### src/rtl/rng_request_scheduler.sv
// Round-robin scheduler sharing one RNG core among NUM_REQ requesters.
// Issues a generate strobe, returns the captured word, and inserts periodic reseed windows.
module rng_request_scheduler #(
  parameter int NUM_REQ         = 4,
  parameter int DATA_WIDTH      = 16,
  parameter int TIMEOUT         = 15,
  parameter int RESEED_INTERVAL = 64,
  parameter int RESEED_CYCLES   = 4
) (
  input  logic                       clk,
  input  logic                       rst,
  input  logic [NUM_REQ-1:0]         req,
  output logic [NUM_REQ-1:0]         gnt,
  output logic                       rsp_valid,
  output logic [DATA_WIDTH-1:0]      rsp_data,
  output logic [$clog2(NUM_REQ)-1:0] rsp_id,
  output logic                       rsp_err,
  output logic                       rng_enable,
  input  logic                       rng_valid,
  input  logic [DATA_WIDTH-1:0]      rng_data,
  output logic                       reseed_req,
  output logic                       busy
);

  localparam int ID_W  = $clog2(NUM_REQ);
  localparam int SUM_W = ID_W + 2;
  localparam int TM_W  = 8;
  localparam int WC_W  = (RESEED_INTERVAL > 0) ? $clog2(RESEED_INTERVAL + 1) : 1;
  localparam int RC_W  = $clog2(RESEED_CYCLES + 1);

  typedef enum logic [2:0] {
    IDLE    = 3'd0,
    ISSUE   = 3'd1,
    WAIT    = 3'd2,
    DELIVER = 3'd3,
    RESEED  = 3'd4
  } state_t;

  state_t                state_reg, state_next;
  logic [NUM_REQ-1:0]    gnt_reg, gnt_next;
  logic [ID_W-1:0]       gnt_id_reg, gnt_id_next;
  logic [ID_W-1:0]       rr_ptr_reg, rr_ptr_next;
  logic [TM_W-1:0]       timer_reg, timer_next;
  logic [WC_W-1:0]       word_cnt_reg, word_cnt_next;
  logic [RC_W-1:0]       rs_cnt_reg, rs_cnt_next;
  logic                  rsp_valid_reg, rsp_valid_next;
  logic [DATA_WIDTH-1:0] rsp_data_reg, rsp_data_next;
  logic [ID_W-1:0]       rsp_id_reg, rsp_id_next;
  logic                  rsp_err_reg, rsp_err_next;
  logic                  rng_enable_reg, rng_enable_next;
  logic                  reseed_req_reg, reseed_req_next;
  logic                  busy_reg, busy_next;

  logic                  pick_valid;
  logic [ID_W-1:0]       pick_id;
  logic [NUM_REQ-1:0]    pick_onehot;
  logic [SUM_W-1:0]      cand;
  logic                  reseed_due;

  // Scan from the far end so the closest requester after rr_ptr wins.
  always_comb begin
    pick_valid = 1'b0;
    pick_id    = '0;
    cand       = '0;
    for (int i = NUM_REQ - 1; i >= 0; i--) begin
      cand = SUM_W'(rr_ptr_reg) + SUM_W'(i) + SUM_W'(1);
      if (cand >= SUM_W'(NUM_REQ)) cand = cand - SUM_W'(NUM_REQ);
      if (req[cand[ID_W-1:0]]) begin
        pick_valid = 1'b1;
        pick_id    = cand[ID_W-1:0];
      end
    end
  end

  for (genvar gi = 0; gi < NUM_REQ; gi++) begin : g_onehot
    assign pick_onehot[gi] = pick_valid && (pick_id == ID_W'(gi));
  end

  assign reseed_due = (RESEED_INTERVAL != 0) && (word_cnt_reg == WC_W'(RESEED_INTERVAL));

  always_comb begin
    state_next      = state_reg;
    gnt_next        = gnt_reg;
    gnt_id_next     = gnt_id_reg;
    rr_ptr_next     = rr_ptr_reg;
    timer_next      = timer_reg;
    word_cnt_next   = word_cnt_reg;
    rs_cnt_next     = rs_cnt_reg;
    rsp_valid_next  = 1'b0;
    rsp_data_next   = rsp_data_reg;
    rsp_id_next     = rsp_id_reg;
    rsp_err_next    = rsp_err_reg;
    rng_enable_next = 1'b0;
    reseed_req_next = 1'b0;
    case (state_reg)
      IDLE: begin
        if (reseed_due) begin
          state_next      = RESEED;
          rs_cnt_next     = '0;
          reseed_req_next = 1'b1;
          word_cnt_next   = '0;
          gnt_next        = '0;
        end else if (pick_valid) begin
          state_next      = ISSUE;
          gnt_next        = pick_onehot;
          gnt_id_next     = pick_id;
          rng_enable_next = 1'b1;
        end
      end
      ISSUE: begin
        state_next = WAIT;
        timer_next = '0;
      end
      WAIT: begin
        if (rng_valid) begin
          state_next     = DELIVER;
          rsp_valid_next = 1'b1;
          rsp_data_next  = rng_data;
          rsp_id_next    = gnt_id_reg;
          rsp_err_next   = 1'b0;
        end else if (timer_reg == TM_W'(TIMEOUT - 1)) begin
          state_next     = DELIVER;
          rsp_valid_next = 1'b1;
          rsp_data_next  = '0;
          rsp_id_next    = gnt_id_reg;
          rsp_err_next   = 1'b1;
        end else begin
          timer_next = timer_reg + TM_W'(1);
        end
      end
      DELIVER: begin
        state_next  = IDLE;
        gnt_next    = '0;
        rr_ptr_next = gnt_id_reg;
        // Failed transactions do not count toward the reseed interval.
        if (!rsp_err_reg && (word_cnt_reg != WC_W'(RESEED_INTERVAL)))
          word_cnt_next = word_cnt_reg + WC_W'(1);
      end
      RESEED: begin
        if (rs_cnt_reg == RC_W'(RESEED_CYCLES - 1)) begin
          state_next = IDLE;
        end else begin
          rs_cnt_next     = rs_cnt_reg + RC_W'(1);
          reseed_req_next = 1'b1;
        end
      end
      default: begin
        state_next = IDLE;
        gnt_next   = '0;
      end
    endcase
    busy_next = (state_next != IDLE);
  end

  always_ff @(posedge clk) begin
    if (rst) begin
      state_reg      <= IDLE;
      gnt_reg        <= '0;
      gnt_id_reg     <= '0;
      rr_ptr_reg     <= ID_W'(NUM_REQ - 1);
      timer_reg      <= '0;
      word_cnt_reg   <= '0;
      rs_cnt_reg     <= '0;
      rsp_valid_reg  <= 1'b0;
      rsp_data_reg   <= '0;
      rsp_id_reg     <= '0;
      rsp_err_reg    <= 1'b0;
      rng_enable_reg <= 1'b0;
      reseed_req_reg <= 1'b0;
      busy_reg       <= 1'b0;
    end else begin
      state_reg      <= state_next;
      gnt_reg        <= gnt_next;
      gnt_id_reg     <= gnt_id_next;
      rr_ptr_reg     <= rr_ptr_next;
      timer_reg      <= timer_next;
      word_cnt_reg   <= word_cnt_next;
      rs_cnt_reg     <= rs_cnt_next;
      rsp_valid_reg  <= rsp_valid_next;
      rsp_data_reg   <= rsp_data_next;
      rsp_id_reg     <= rsp_id_next;
      rsp_err_reg    <= rsp_err_next;
      rng_enable_reg <= rng_enable_next;
      reseed_req_reg <= reseed_req_next;
      busy_reg       <= busy_next;
    end
  end

  assign gnt        = gnt_reg;
  assign rsp_valid  = rsp_valid_reg;
  assign rsp_data   = rsp_data_reg;
  assign rsp_id     = rsp_id_reg;
  assign rsp_err    = rsp_err_reg;
  assign rng_enable = rng_enable_reg;
  assign reseed_req = reseed_req_reg;
  assign busy       = busy_reg;

endmodule

### config.mk
export PLATFORM = sky130hd
export DESIGN_NAME = rng_request_scheduler
export DESIGN_NICKNAME = d
export VERILOG_FILES = /design/src/rtl/rng_request_scheduler.sv
export SDC_FILE = /design/constraint.sdc
export NUM_CORES = 1
export LEC_CHECK = 0
export BUFFER_PORTS_ARGS = -buffer_cell sky130_fd_sc_hd__buf_2
export CELL_PAD_IN_SITES_DETAIL_PLACEMENT = 0
export CELL_PAD_IN_SITES_GLOBAL_PLACEMENT = 1
export CORE_AREA = 5 5 76 113
export DETAILED_ROUTE_END_ITERATION = 16
export DIE_AREA = 0 0 81 118
export PLACE_DENSITY_LB_ADDON = 0.3
export SETUP_SLACK_MARGIN = 0.4
export SLEW_MARGIN = 20
export SYNTH_ARGS = -nofsm -noshare
export SYNTH_HDL_FRONTEND = slang
export SYNTH_SLANG_ARGS = --single-unit
### constraint.sdc
create_clock -name clk -period 2.8 [get_ports clk]
set_clock_uncertainty 0.15 [all_clocks]
set_input_delay 0.28 -clock clk [delete_from_list [all_inputs] [get_ports clk]]
set_output_delay 0.28 -clock clk [all_outputs]
set_load 0.03 [all_outputs]
==> results.json, run 1 <==
{
  "p_sw_uw": 545,
  "min_path_type": "in -> reg",
  "max_cap_violations": 0,
  "total_power_mw": 1.79,
  "setup_ws_ns": 0.583,
  "reg2regPathDepth": 7,
  "initial_utilization": 0.301,
  "cts_tree": "yes",
  "dp_hpwl_um": 3800,
  "max_freq_mhz": 451,
  "dp.cells": 387,
  "cts_made_buffers": 5,
  "synth_edf_count": 0,
  "cp_slowest_cell": "a2111o_1",
  "worstSetupPathDepth": 7,
  "final-seq-area_mm2": 0.00104,
  "arrival_ns": 2.26,
  "numClockSinks": 52,
  "grt_max_degree": 42,
  "syn_inst": 247,
  "grt.overflow.total": 0,
  "pwr-share-seq": 0.470,
  "dieWidth_um": 81,
  "crit_buf_inv": 1,
  "final_util": 0.365,
  "num_rows": 39,
  "irDropWorstVdd_v": 0.000282,
  "cts_htree_levels": 2,
  "p_sw_frac": 0.304,
  "clk_root_buffer_cell": "clkbuf_16",
  "syn2layout_area_growth_pct": 21.3,
  "finalCriticalPeriod_ns": 2.22,
  "synthArstFlopShare": 0,
  "vias": 1897,
  "worstPathCellList": "inv_1, ha_1, and3_4, a2111o_1, a21oi_1, a211oi_1, a31o_2",
  "fp.coreArea_mm2": 0.00751,
  "dp_slack_ns": 0.580,
  "pwr-share-clk": 0.338,
  "clkLatencyLatePin_ns": 0.29,
  "grt_antenna_before_repair": 0,
  "nets": 321,
  "p_int_mw": 1.25,
  "gr-usage-all-layers": 0.118,
  "synth.distinct_cells": 46,
  "ios": 50,
  "ant_nets": 0,
  "synth_nets": 276,
  "gp_congestion": 0.709,
  "cp-start-kind": "flip-flop",
  "finalHoldViolations": 0,
  "synth_common_cells": "dfxtp_1, nor2_1, a22oi_1, clkbuf_1",
  "slew_viol_final": 0,
  "endpoint": "timer_reg[2]$_SDFFE_PP0P_",
  "grt_pass1_vias": 1924,
  "first_pass_iters": 4,
  "io_buffers": 49,
  "worst_path_largest_cell_delay_ns": 0.53,
  "final-setup-viol-count": 0,
  "r2r-end": "timer_reg[2]$_SDFFE_PP0P_",
  "ys_ff_latch": 52,
  "die-area_mm2": 0.00956,
  "slew_headroom": 0.539,
  "yosys.area.top_type": "dfxtp_1",
  "crit_type": "reg -> reg",
  "synth_ff_type": "dfxtp_1",
  "post_cts_resized": 0,
  "via_per_inst": 4.80,
  "cts_hold_buf": 0,
  "timing.final.crit_share": 0.792,
  "combinationalPowerShare": 0.192,
  "crit_family": "compound AO/OA/AOI/OAI gates",
  "wl_per_cell_um": 13.3,
  "synth_top_area_frac": 0.461,
  "p_per_area_mw_per_mm2": 654,
  "final_cells": 395,
  "yosysMostFrequentCell": "dfxtp_1",
  "syn_area_per_cell_um2": 9.14,
  "ys.warnings.count": 0,
  "fp.dieH_um": 118,
  "status": "complete, no violations",
  "diodes": 0,
  "required_ns": 2.84,
  "reg2reg_from": "timer_reg[0]$_SDFFE_PP0P_",
  "drc": 0,
  "crit_fanout": 6,
  "multiInputGateArea_mm2": 0.00113,
  "ctsLongestPathBuffers": 2,
  "grt_pass1_wl_um": 9090,
  "seq_area_frac_synth": 0.461,
  "setup_tns_ns": 0,
  "largest_reg_flops": 16,
  "worstSetupEndpointType": "flip-flop",
  "synth_area_mm2": 0.00226,
  "leakagePower_nw": 1.12,
  "worst_setup_path_startpoint": "timer_reg[0]$_SDFFE_PP0P_",
  "worst_pin_slew_ns": 0.691,
  "rsz0062_at_grt": "false",
  "fillers": 841,
  "regToRegSetupSlack_ns": 0.58,
  "drtIter0Drc": 130,
  "clkTransAtPathRegs_ns": 0.07,
  "routed_wl_um": 5240,
  "synth_area_leaders": "dfxtp_1, nor2_1, a22oi_1",
  "post_cts_buffers": 0,
  "drive_above_1_share": 0.229
}
-- metal layers --
| metal | GRT usage | wire [µm] | up-vias |
|---|---|---|---|
| met4 | 0.0381 | 55 | 0 |
| met5 | 0 | 0 | - |
| met2 | 0.210 | 2830 | 31 |
| li1 | - | - | 965 |
| met1 | 0.135 | 2170 | 897 |
| met3 | 0.0260 | 175 | 4 |
-- power groups by stage --
stage / Combinational (mW) / Clock, mW / Sequential [mW]
finish: 0.344 / 0.606 / 0.843
global route: 0.390 / 0.667 / 0.853
detailed placement: 0.350 / 0 / 0.861
CTS: 0.351 / 0.631 / 0.844
global placement: 0.350 / 0 / 0.860
floorplan: 0.213 / 0 / 0.897
-- final cells by class --
| type | instances | area share |
|---|---|---|
| multi-input cells | 173 | 0.413 |
| flip-flops and latches | 52 | 0.380 |
| repair buffers | 51 | 0.0950 |
| clock buffers | 6 | 0.0470 |
| well taps | 102 | 0.0466 |
| inverters | 9 | 0.0123 |
| clock inverters | 2 | 0.00594 |
-- worst min-delay path by stage --
stage | start | end | cells after the start
after detailed placement | gnt[0]$_SDFFE_PP0P_ | gnt[0]$_SDFFE_PP0P_ | 2
after floorplan | rng_data[0] | rsp_data[0]$_SDFFE_PP0P_ | 2
after global routing | rng_data[10] | rsp_data[10]$_SDFFE_PP0P_ | 3
final | rng_data[9] | rsp_data[9]$_SDFFE_PP0P_ | 3
after CTS | rng_data[10] | rsp_data[10]$_SDFFE_PP0P_ | 3
after global placement | gnt[2]$_SDFFE_PP0P_ | gnt[2]$_SDFFE_PP0P_ | 2
-- worst reg2reg max path, stage by stage (launching register included) --
cell and delay [ns]:
dfxtp_1 0.38, inv_1 0.06, ha_1 0.19, and3_4 0.18
a2111o_1 0.53, a21oi_1 0.29, a211oi_1 0.12, a31o_2 0.21
-- layout by cell type (no fill, tap or decap), drive strengths merged, types with 5 or more instances in the layout --
master   n
dfxtp   52
nand2b   6
clkbuf   6
nor2    50
ha       6
a22oi   19
buf     51
mux2i    5
inv      9
xnor2    6
nand2   10
xor2     6
a21oi   10
and3     6
-- logic make-up (layout without fill, tap and decap cells) --
kind of cell	Yosys count	in the layout	share of synthesized area
adder cells (fa/ha/maj)	7	7	0.0377
AO/OA/AOI/OAI	56	56	0.190
buffers and inverters	22	68	0.0377
XOR/XNOR	12	12	0.0465
multiplexers	5	5	0.0222
AND/OR/NAND/NOR	93	93	0.205
flip-flops	52	52	0.461
-- through the flow --
| stage | hold slack (ns) | cell area [µm²] |
|---|---|---|
| 2_1_floorplan | 0.278 | 2260 |
| 3_3_place_gp | 0.292 | 2590 |
| 3_5_place_dp | 0.299 | 2590 |
| 4_1_cts | 0.0621 | 2740 |
| 5_1_grt | 0.0739 | 2740 |
| 6_report | 0.0724 | 2740 |
No activity file was read; power rests on OpenSTA's default activity.
==> run 2: changes to the inputs <==
==> constraint.sdc (replaced) <==
create_clock -name clk -period 1.9 [get_ports clk]
set_clock_uncertainty 0.15 [all_clocks]
set_input_delay 0.19 -clock clk [delete_from_list [all_inputs] [get_ports clk]]
set_output_delay 0.19 -clock clk [all_outputs]
set_load 0.03 [all_outputs]
==> results.json, run 2 (synthesized netlist as in run 1, its figures left out) <==
{
  "syn2layout_area_growth_pct": 63.9,
  "cts_htree_levels": 2,
  "max_cap_violations": 0,
  "timing.final.crit_share": 1.07,
  "drc": 0,
  "min_path_type": "in -> reg",
  "worstSetupEndpointType": "flip-flop",
  "max_freq_mhz": 490,
  "clkLatencyLatePin_ns": 0.29,
  "vias": 2086,
  "cp-start-kind": "flip-flop",
  "finalHoldViolations": 0,
  "crit_fanout": 6,
  "p_per_area_mw_per_mm2": 852,
  "leakagePower_nw": 1.50,
  "violations": "negative setup slack",
  "crit_type": "reg -> reg",
  "ctsLongestPathBuffers": 2,
  "initial_utilization": 0.301,
  "status": "complete, but fails checks",
  "numClockSinks": 52,
  "final_area_mm2": 0.00370,
  "irDropWorstVdd_v": 0.000373,
  "cts_made_buffers": 5,
  "grt_pass1_wl_um": 9630,
  "setup_ws_ns": -0.139,
  "dp_slack_ns": -0.122,
  "ios": 50,
  "grt_pass1_vias": 2103,
  "ant_nets": 0,
  "drtIter0Drc": 36,
  "die-area_mm2": 0.00956,
  "arrival_ns": 2.07,
  "cts_tree": "yes",
  "gp_congestion": 0.758,
  "io_buffers": 49,
  "fp.dieH_um": 118,
  "final_cells": 451,
  "placed_area_mm2": 0.00301,
  "final_util": 0.493,
  "layout_commonest_cell": "buf_2",
  "final_cell_mix": "buf_2, nor2_1, dfxtp_1, buf_4, a22oi_2",
  "clk_root_buffer_cell": "clkbuf_16",
  "finalCriticalPeriod_ns": 2.04,
  "dp.cells": 414,
  "grt_max_degree": 37,
  "largest_reg_flops": 16,
  "wl_per_cell_um": 12.9,
  "slew_headroom": 0.665,
  "via_per_inst": 4.63,
  "num_rows": 39,
  "worst_pin_slew_ns": 0.497,
  "clkTransAtPathRegs_ns": 0.07,
  "grt.overflow.total": 0,
  "routed_wl_um": 5820,
  "first_pass_iters": 4,
  "slew_viol_final": 0,
  "nets": 377,
  "gr-usage-all-layers": 0.127,
  "dieWidth_um": 81,
  "required_ns": 1.94,
  "dp_hpwl_um": 4070,
  "rsz0062_at_grt": "true",
  "diodes": 0,
  "setup_tns_ns": -0.803,
  "drive_above_1_share": 0.499,
  "fp.coreArea_mm2": 0.00751,
  "final-setup-viol-count": 8,
  "grt_antenna_before_repair": 0
}
-- run 2: worst paths after layout --
kind,startpoint,slack (ns),cells after the start,to
worst max-delay path,timer_reg[0]$_SDFFE_PP0P_,-0.14,7,timer_reg[7]$_SDFFE_PP0P_
worst min-delay path,rst,0.003,2,word_cnt_reg[1]$_SDFFE_PP0P_
worst min register to register,gnt[0]$_SDFFE_PP0P_,0.32,2,gnt[0]$_SDFFE_PP0P_
worst max register to register,timer_reg[0]$_SDFFE_PP0P_,-0.14,7,timer_reg[7]$_SDFFE_PP0P_
-- run 2: layout make-up --
cell class / count / area (µm²)
Clock buffer: 5 / 125
Clock inverter: 3 / 46.3
Fill cell: 734 / 3810
Inverter: 9 / 33.8
Multi-Input combinational cell: 173 / 1470
Sequential cell: 52 / 1060
Tap cell: 102 / 128
Timing Repair Buffer: 107 / 843
-- run 2: metal layers --
layer | up-vias | global-route usage | share of wire
met5 | - | 0 | 0
met4 | 0 | 0.0476 | 0.013
met3 | 7 | 0.0237 | 0.030
met2 | 39 | 0.233 | 0.55
met1 | 965 | 0.139 | 0.41
li1 | 1075 | - | -
-- run 2: timing repair --
| action | in CTS | in global routing |
|---|---|---|
| gates cloned | 1 | 0 |
| pin swaps | 12 | 7 |
| setup buffers | 9 | 3 |
| endpoints found under the setup margin | 51 | 51 |
| resized for setup | 37 | 19 |
| hold buffers | 16 | 0 |
| endpoints found under the hold margin | 16 | 0 |
-- run 2: critical path, stage by stage, from the launching register on --
cell       delay, ns
dfxtp_2         0.33
inv_2           0.04
ha_4            0.14
and3_4          0.17
a2111o_1        0.50
a2111oi_4       0.39
xnor2_1         0.16
nor2_1          0.06
-- run 2: power by group --
group	internal, mW	switching, mW
sequential	1.17	0.0546
combinational	0.432	0.459
clock	0.626	0.416
-- run 2: metrics by stage --
step                hold slack (ns)  power, mW
global route                 0.0136       3.32
detailed placement            0.280       1.91
finish                      0.00309       3.15
CTS                        0.000258       3.16
global placement              0.273       1.91
floorplan                     0.175       1.72
==> run 3: changes to the inputs <==
--- a/config.mk
+++ b/config.mk
@@ -5,12 +5,13 @@
 export SDC_FILE = /design/constraint.sdc
 export NUM_CORES = 1
 export LEC_CHECK = 0
+export ABC_AREA = 1
 export BUFFER_PORTS_ARGS = -buffer_cell sky130_fd_sc_hd__buf_2
 export CELL_PAD_IN_SITES_DETAIL_PLACEMENT = 0
 export CELL_PAD_IN_SITES_GLOBAL_PLACEMENT = 1
-export CORE_AREA = 5 5 76 113
+export CORE_AREA = 5 5 78 116
 export DETAILED_ROUTE_END_ITERATION = 16
-export DIE_AREA = 0 0 81 118
+export DIE_AREA = 0 0 83 121
 export PLACE_DENSITY_LB_ADDON = 0.3
 export SETUP_SLACK_MARGIN = 0.4
 export SLEW_MARGIN = 20
==> results.json, run 3 <==
{
  "status": "complete, no violations",
  "rsz0062_at_grt": "true",
  "p_sw_mw": 1.08,
  "finalCriticalPeriod_ns": 1.62,
  "syn2layout_area_growth_pct": 66.5,
  "io_buffers": 49,
  "yosys.area.top_type": "dfxtp_1",
  "synthArstFlopShare": 0,
  "via_per_inst": 4.67,
  "setup_tns_ns": 0,
  "wl_per_cell_um": 13.0,
  "crit_family": "simple AND/OR/NAND/NOR gates",
  "fp.coreArea_mm2": 0.00791,
  "clkLatencyLatePin_ns": 0.29,
  "fp.dieH_um": 121,
  "synth_top_family_by_area": "simple AND/OR/NAND/NOR gates",
  "num_rows": 40,
  "vias": 2515,
  "yosysMostFrequentCell": "nand2_1",
  "multiInputGateArea_mm2": 0.00171,
  "ys.warnings.count": 0,
  "ys_ff_latch": 52,
  "ctsLongestPathBuffers": 2,
  "synthAdderAreaFrac": 0.0315,
  "gr-usage-all-layers": 0.134,
  "routed_wl_um": 7010,
  "syn_area_per_cell_um2": 7.10,
  "max_freq_mhz": 617,
  "grtUsageMet2": 0.263,
  "dp_hpwl_um": 4560,
  "combinationalPowerShare": 0.328,
  "min_path_type": "in -> reg",
  "finalHoldViolations": 0,
  "yosys.area_share.simple": 0.300,
  "grtUsageMet3": 0.0326,
  "p_per_area_mw_per_mm2": 802,
  "diodes": 0,
  "grt_pass1_vias": 2530,
  "die-area_mm2": 0.0100,
  "drtIter0Drc": 92,
  "synth-xor-area-share": 0,
  "grt.overflow.total": 0,
  "crit_buf_inv": 1,
  "p_int_mw": 2.11,
  "whs_ns": 0.00378,
  "synth_common_cells": "nand2_1, dfxtp_1, inv_1, a21oi_1, nor2_1",
  "max_cap_violations": 0,
  "irDropWorstVdd_v": 0.000411,
  "required_ns": 1.93,
  "pwr-share-clk": 0.280,
  "final-seq-area_mm2": 0.00107,
  "seq_area_frac_synth": 0.436,
  "worst_pin_slew_ns": 0.455,
  "fillers": 801,
  "crit_type": "reg -> reg",
  "synth_ff_type": "dfxtp_1",
  "leakagePower_nw": 1.73,
  "crit_fanout": 8,
  "initial_utilization": 0.302,
  "syn_inst": 336,
  "slew_headroom": 0.697,
  "regToRegSetupSlack_ns": 0.28,
  "ios": 50,
  "worst_path_largest_cell_delay_ns": 0.42,
  "dieWidth_um": 83,
  "grt_max_degree": 31,
  "worstPathCellList": "inv_6, nand2_2, nand2_4, nand2_4, nand4_4, o21ai_4, nand2_1, o21ai_2, nand2_1",
  "cts_tree": "yes",
  "pwr-share-seq": 0.392,
  "worstSetupEndpointType": "flip-flop",
  "largest_reg_flops": 16,
  "synth_area_leaders": "dfxtp_1, nand2_1, a21oi_1",
  "clk_root_buffer_cell": "clkbuf_16",
  "met1_usage": 0.132,
  "slew_viol_final": 0,
  "first_pass_iters": 4,
  "ant_nets": 0,
  "synth_compound_area_frac": 0.147,
  "cts_htree_levels": 2,
  "drive_above_1_share": 0.544,
  "muxShareOfSynthArea": 0,
  "synth_top_area_frac": 0.436,
  "nets": 462,
  "final-setup-viol-count": 0,
  "grt_antenna_before_repair": 0,
  "synth_edf_count": 0,
  "clkTransAtPathRegs_ns": 0.07,
  "layout_commonest_cell": "nand2_1",
  "top_usage_layer": "met2",
  "p_sw_frac": 0.338,
  "cp-start-kind": "flip-flop",
  "final_cell_mix": "nand2_1, buf_2, dfxtp_1, buf_4, nand2_4",
  "cts_made_buffers": 5,
  "gp_congestion": 0.795,
  "arrival_ns": 1.65,
  "timing.final.crit_share": 0.853,
  "synth_area_mm2": 0.00239,
  "numClockSinks": 52,
  "grt_pass1_wl_um": 11100,
  "drc": 0,
  "synth_nets": 365,
  "synth.distinct_cells": 29,
  "cp_slowest_cell": "dfxtp_4"
}
-- run 3: path summary, 6_finish.rpt --
check | from | to | cells after the start
max | rr_ptr_reg[0]$_SDFFE_PP1P_ | busy$_SDFF_PP0_ | 9
min | rng_data[7] | rsp_data[7]$_SDFFE_PP0P_ | 3
max reg2reg | rr_ptr_reg[0]$_SDFFE_PP1P_ | busy$_SDFF_PP0_ | 9
min reg2reg | timer_reg[3]$_SDFFE_PP0P_ | timer_reg[3]$_SDFFE_PP0P_ | 1
-- run 3: layer usage --
metal | share of wire | routed length [µm]
met5 | 0 | 0
met2 | 0.59 | 4120
met4 | 0.025 | 173
met1 | 0.35 | 2470
met3 | 0.035 | 244
-- run 3: layout make-up --
class                      instances  share of cell area
timing repair buffer              97               0.180
sequential                        52               0.270
clock inverter                     2             0.00346
clock buffer                       6              0.0324
multi-input combinational        231               0.431
inverter                          46              0.0504
tap                              105              0.0331
-- run 3: repair_timing --
action / in CTS / in global routing
pin swaps: 17 / 33
resized for setup: 83 / 105
hold buffers: 12 / 0
cloned: 1 / 1
setup endpoints to repair: 46 / 47
buffers inserted: 14 / 11
hold endpoints to repair: 12 / 0
-- run 3: power by group through the flow --
stage	Sequential [mW]	Combinational (mW)	Clock [mW]
3_3_place_gp	1.24	0.626	0
6_report	1.25	1.05	0.892
4_1_cts	1.24	0.827	0.923
2_1_floorplan	1.32	0.361	0
5_1_grt	1.26	1.13	0.977
3_5_place_dp	1.24	0.628	0
-- run 3: tightest hold or removal path, stage by stage --
cell     delay [ns]
buf_2          0.10
nand2_1        0.07
a21oi_2        0.05
-- run 3: stage by stage --
stage	power (mW)	area (µm²)	setup WS (ns)	utilization	std cells
2_1_floorplan	1.68	2390	0.410	-	336
3_3_place_gp	1.87	2820	0.143	0.356	492
3_5_place_dp	1.87	2820	0.114	0.356	492
4_1_cts	2.99	3500	0.307	0.442	527
5_1_grt	3.37	3970	0.178	0.502	539
6_report	3.19	3970	0.279	0.502	539
-- run 3: logic make-up after synthesis --
| logic type | Yosys count |
|---|---|
| compound gates | 63 |
| buf+inv | 53 |
| simple gates | 162 |
| flops | 52 |
| fa+ha+maj | 6 |
